<file path="config.mk">
export PLATFORM = sky130hd
export DESIGN_NAME = mux4way16_merge
export DESIGN_NICKNAME = d
export VERILOG_FILES = /design/src/rtl/mux4way16_merge.sv
export SDC_FILE = /design/constraint.sdc
export NUM_CORES = 1
export LEC_CHECK = 0
export CAP_MARGIN = 0
export CELL_PAD_IN_SITES_DETAIL_PLACEMENT = 1
export CELL_PAD_IN_SITES_GLOBAL_PLACEMENT = 2
export CORE_MARGIN = 3
export CORE_UTILIZATION = 16
export CTS_BUF_LIST = sky130_fd_sc_hd__clkbuf_16
export CTS_CLUSTER_DIAMETER = 150
export CTS_CLUSTER_SIZE = 10
export DETAILED_ROUTE_END_ITERATION = 8
export HOLD_SLACK_MARGIN = 0.12
export PLACE_DENSITY_LB_ADDON = 0.1
export SETUP_SLACK_MARGIN = 0.15
export SYNTH_ARGS = -nofsm -noshare
export SYNTH_HDL_FRONTEND = slang
export SYNTH_SLANG_ARGS = --single-unit
</file>
<file path="constraint.sdc">
create_clock -name clk -period 1.5 [get_ports clk]
set_input_delay 0.225 -clock clk [delete_from_list [all_inputs] [get_ports clk]]
set_output_delay 0.225 -clock clk [all_outputs]
set_load 0.005 [all_outputs]
</file>
<file path="src/rtl/mux4way16_merge.sv">
// mux4way16_merge: four-channel valid/ready merge onto one registered, source-tagged output.
//   clk        rising-edge clock
//   reset      synchronous active-high reset
//   in0..in3   channel data, in_valid[i] marks channel i holding a word
//   in_ready   one-hot accept strobe for the granted channel (zero when nothing loads)
//   out        registered output word, out_sel its source channel, out_valid marks it live
//   out_ready  downstream accepts the word this cycle
//   MUX4WAY16_MERGE_RR_EN selects round-robin arbitration; otherwise fixed priority (0 highest).
module mux4way16_merge #(
    parameter int WIDTH = 16
) (
    input  logic             clk,
    input  logic             reset,
    input  logic [WIDTH-1:0] in0,
    input  logic [WIDTH-1:0] in1,
    input  logic [WIDTH-1:0] in2,
    input  logic [WIDTH-1:0] in3,
    input  logic [3:0]       in_valid,
    output logic [3:0]       in_ready,
    output logic [WIDTH-1:0] out,
    output logic [1:0]       out_sel,
    output logic             out_valid,
    input  logic             out_ready
);
    logic [WIDTH-1:0] out_q, out_d;
    logic [1:0]       sel_q, sel_d, last_q, last_d, g;
    logic             valid_q, valid_d, load;
`ifdef MUX4WAY16_MERGE_RR_EN
    // Scan offsets from far to near so the channel just after last_q wins;
    // offset 4 wraps back to last_q itself as the lowest-priority candidate.
    always_comb begin
        g = last_q;
        for (int k = 4; k >= 1; k--)
            if (in_valid[last_q + 2'(k)]) g = last_q + 2'(k);
    end
`else
    always_comb g = in_valid[0] ? 2'd0 : in_valid[1] ? 2'd1 : in_valid[2] ? 2'd2 : 2'd3;
`endif
    // Nothing is accepted during reset so an offered word is never silently lost.
    assign load     = (|in_valid) && (!valid_q || out_ready) && !reset;
    assign in_ready = load ? 4'(1) << g : 4'd0;
    always_comb begin
        out_d   = load ? (g == 2'd0 ? in0 : g == 2'd1 ? in1 : g == 2'd2 ? in2 : in3) : out_q;
        sel_d   = load ? g : sel_q;
        last_d  = load ? g : last_q;
        valid_d = load | (valid_q & ~out_ready);
    end
    always_ff @(posedge clk) begin
        if (reset) begin
            out_q   <= '0;
            sel_q   <= 2'd0;
            last_q  <= 2'd3;
            valid_q <= 1'b0;
        end else begin
            out_q   <= out_d;
            sel_q   <= sel_d;
            last_q  <= last_d;
            valid_q <= valid_d;
        end
    end
    assign out       = out_q;
    assign out_sel   = sel_q;
    assign out_valid = valid_q;
endmodule

</file>
After elaboration in Yosys (flattened, before gate mapping)
Cells that the tools add are included.
- output and inout port bits: 23
- register bits after elaboration: 19
- word-level logic and storage cells: 23
- equality and inequality tests: 2
- reduce and logical (&&, ||, !) cells: 7
- shift-type cells: 1
- bitwise logic cells: 3
- mux-type cells: 7
- operator list (cell ; count):
    16-bit 2-to-1 mux ; 3
    2-bit 2-to-1 mux ; 2
    4-bit 2-to-1 mux ; 1
    4-bit OR reduction ; 1
    1-bit by 2-bit << shifter with 4-bit output, first input constant ; 1
    2-bit by 1-bit == test with 1-bit output, second input constant ; 1
    2-bit == test, second input constant ; 1
    1-bit logical AND ; 2
    1-bit zero test ; 2
    2-bit zero test ; 1
    1-bit AND ; 1
    1-bit logical OR ; 1
    1-bit 2-to-1 mux ; 1
    1-bit NOT ; 1
    1-bit bitwise OR ; 1

Longest topological paths before layout
Gate-level depths: netlist (run 1).
- depth after elaboration: 7
- mapped depth: 6

Worst setup path after synthesis (run 1)
Ideal clock, no wire load.
- path type: reg2reg
- start point: reg valid_q, in the netlist out_valid
- end point: reg out_q[7], in the netlist out[7]
- arrival time: 1193 ps
- data required time: 1380 ps
- path buffers: 1
- library setup time: 120 ps
- stages on the path, launching flop included: 6
- path slack: 187 ps
- period minus slack after synthesis: 1313 ps
- cell sequence: dfxtp_1 nor2b_1 or3_4 buf_2 a21oi_1 a21oi_1
- longest elaborated chain between the ends: 4
- ends and longest elaborated chain (item ; RTL line ; text):
    start: declaration ; 27 ; logic valid_q, valid_d, load;
    start signal: assignment ; 58 ; valid_q <= valid_d;
    1-bit zero test ; 40 ; assign load = (|in_valid) && (!valid_q || out_ready) && !reset;
    1-bit logical OR ; 40 ;
    1-bit logical AND (2 in series) ; 40 ;
    end signal: assignment ; 55 ; out_q <= out_d;
    end: declaration ; 25 ; logic [WIDTH-1:0] out_q, out_d;
No other way between the ends.
A chain may end at the register's enable or synchronous reset.

Worst setup path after layout (run 1)
- start point: reg valid_q, in the netlist out_valid
- end point: out in_ready[0]
- longest elaborated chain between the ends: 5
- ends and longest elaborated chain (item ; RTL line ; text):
    1-bit zero test ; 40 ;
    1-bit logical OR ; 40 ;
    1-bit logical AND (2 in series) ; 40 ;
    4-bit 2-to-1 mux ; 41 ; assign in_ready = load ? 4'(1) << g : 4'd0;
    end: declaration ; 19 ; output logic [3:0] in_ready,
No other way between the ends.

==> results of run 1 <==
[layout make-up]
cell class,count,share of cell area (%)
timing repair buffer,120,43.7
multi-input combinational,116,32.2
sequential,19,14.5
tap,99,4.72
clock buffer,3,2.86
inverter,13,1.86
clock inverter,1,0.143
[routing by layer]
layer	GRT usage, %	vias to the layer above	share of wire [%]	routed length [um]
met5	0	-	0	0
met4	3.30	0	0.81	44
met3	3.25	2	8.0	434
met2	20.3	61	46	2540
met1	16.1	717	45	2440
li1	-	798	-	-
[where the power goes]
group / leakage, uW / switching (uW) / internal (uW)
Clock: 0.0000423 / 191 / 354
Combinational: 0.000958 / 234 / 381
Sequential: 0.000158 / 25.9 / 552
[sequential cells by signal (all words and copies together) (netlist names)]
register,count
out_valid,1
out,16
out_sel,2
[cells in the mapped netlist, drive strengths merged, types with 2 or more instances]
library cell / number
o21bai: 3
nor3: 3
a211oi: 10
clkbuf: 3
buf: 9
inv: 13
o221ai: 6
nand3: 4
o21ai: 13
mux2: 10
nand2: 7
dfxtp: 19
mux2i: 3
nor2b: 2
a21oi: 31
nor2: 15
[final timing paths]
check	endpoint	startpoint	slack [ns]
min	out_sel[0]$_SDFFE_PP0P_	out_sel[0]$_SDFFE_PP0P_	0.45
min reg2reg	out_sel[0]$_SDFFE_PP0P_	out_sel[0]$_SDFFE_PP0P_	0.45
max reg2reg	out[13]$_SDFFE_PP0P_	out_valid$_SDFF_PP0_	0.08
max	in_ready[0]	out_valid$_SDFF_PP0_	0.05
[through the flow]
step                      util, %  setup TNS (ns)  total power (uW)  std cells  instance area (sq um)
after CTS                    34.8               0              1750        369                   2540
after global placement       32.4           -8.14              1150        359                   2360
after global routing         36.0               0              1850        371                   2630
after floorplan                 -               0               780        157                   1210
after detailed placement     32.4           -8.80              1150        359                   2360
final                        36.0               0              1740        371                   2630
[timing repair]
item | CTS | global route
gates cloned | 3 | 0
gates resized for setup | 49 | 30
setup buffers | 3 | 2
pin swaps | 13 | 14
endpoints found under the setup margin | 23 | 31
[worst max-delay path, delay by kind of cell (launching register included)]
| kind | cells | cell delay [ns] |
|---|---|---|
| buffers and inverters | 3 | 0.39 |
| flip-flops | 1 | 0.32 |
| AND/OR/NAND/NOR | 2 | 0.27 |
[logic make-up after synthesis]
family | share of synthesized area (%)
multiplexers | 11.8
AND/OR/NAND/NOR | 15.8
buffers and inverters | 9.54
AO/OA/AOI/OAI | 31.3
flip-flops | 31.5
==> run metrics, run 1 <==
outcome finished clean; hold depth 2; commonest cells after routing, fill and taps aside clkdlybuf4s50_1, a21oi_1, buf_4, dfxtp_1, inv_1; Pleak 0.00116 uW; CP max-delay cell dfxtp_2; CP Data Required Time 1.27 ns; post-synthesis sequential area ratio 31.5%; initial antenna violation count 0; startpoint types flop; first-pass GRT wire length 8450 um; Fin. Hold Viols 0; area of the multi-input gates 846 sq um; CP endpoint kind output port; clock latency on the worst-skew pair 0.25 ns; Num CTS Buffers 3; Synth-to-Final Area Change 118%; max-slew violations 0; Synth Instances 157; Starting Density 16.5%; Via Count 1578; Ys Warns 0; Pwr Density 662 nW/um^2; Clock Skews 0.00449 ns; DR WL/cell 14.7 um; Die Wd 92.8 um; Syn Nets 228; largest area contributor in the netlist dfxtp_1; Synth top area share 31.5%; row cnt 31; RSZ-0062 raised after global routing true; worst-case clock buffer depth 2; DP Worst Slack -0.460 ns; Post-DRT Antenna Nets 0; Clock Sinks 19; worst-margin pin slew 0.412 ns; syn_area_per_cell 7.68 sq um; input/output buffers 93; pin count of the biggest net entering global routing 21; Storage cell area 382 sq um; setup violators final 0; layout cell share with drive strength beyond 1 29.0%; Final Critical Period 1.45 ns; crit path cell chain nor2b_4, buf_6, buf_4, nor3_1, buf_2; fin crit share 96.4%; WS Path Type reg2out; Die Y 92.8 um; number of fill cells in the layout 900; worst vdd ir 0.225 mV; crit-path max FO 3; Max stage delay on crit path 0.32 ns; hpwl dp 4110 um; Yosys reg bits 19; detailed-route DRC error count 0; Worst Hold Class reg2reg; Avg Vias per Cell 4.25; vias in the first global route 1594; Synth Cell Area 1210 sq um; Post-synth EDFFs 0; H-tree levels 1; # diodes 0; Hold WS 0.454 ns; Synth area leaders dfxtp_1, a21oi_1, mux2_2; Rel. slew slack 72.4%; GRT overflow 0; DRT iter0 DRCs 37; Hold Buf Count CTS 0; CTS root buffer clkbuf_16; final WL 5450 um; Synth cell types 26; Primary FF master, synth dfxtp_1; GPL Wtd Cong 0.716; post-synthesis async set-or-reset flop share 0%; die area 8620 sq um; CTS clk-pin slew, worst paths 0.06 ns; Ports 94; Final #Nets 344; r2r worst-path depth 6; DR pass1 iterations 3; commonest non-fill, non-tap cell in the layout clkdlybuf4s50_1; max-cap violation count 0; GRT Total Usage 12.4%; area of the core 7290 sq um; Max Freq 691 MHz; CTS tree yes; Setup WS post-layout 0.0534 ns; arrival time worst endpoint 1.22 ns
Note: power is estimated with default switching activity, not from simulation.
==> run 2, diff against run 1 <==
--- a/config.mk
+++ b/config.mk
@@ -14,6 +14,7 @@
 export CTS_CLUSTER_DIAMETER = 150
 export CTS_CLUSTER_SIZE = 10
 export DETAILED_ROUTE_END_ITERATION = 8
+export GPL_ROUTABILITY_DRIVEN = 1
 export HOLD_SLACK_MARGIN = 0.12
 export PLACE_DENSITY_LB_ADDON = 0.1
 export SETUP_SLACK_MARGIN = 0.15
==> results of run 2 <==
The final DEF is identical to that of run 1; final timing and power are the same.
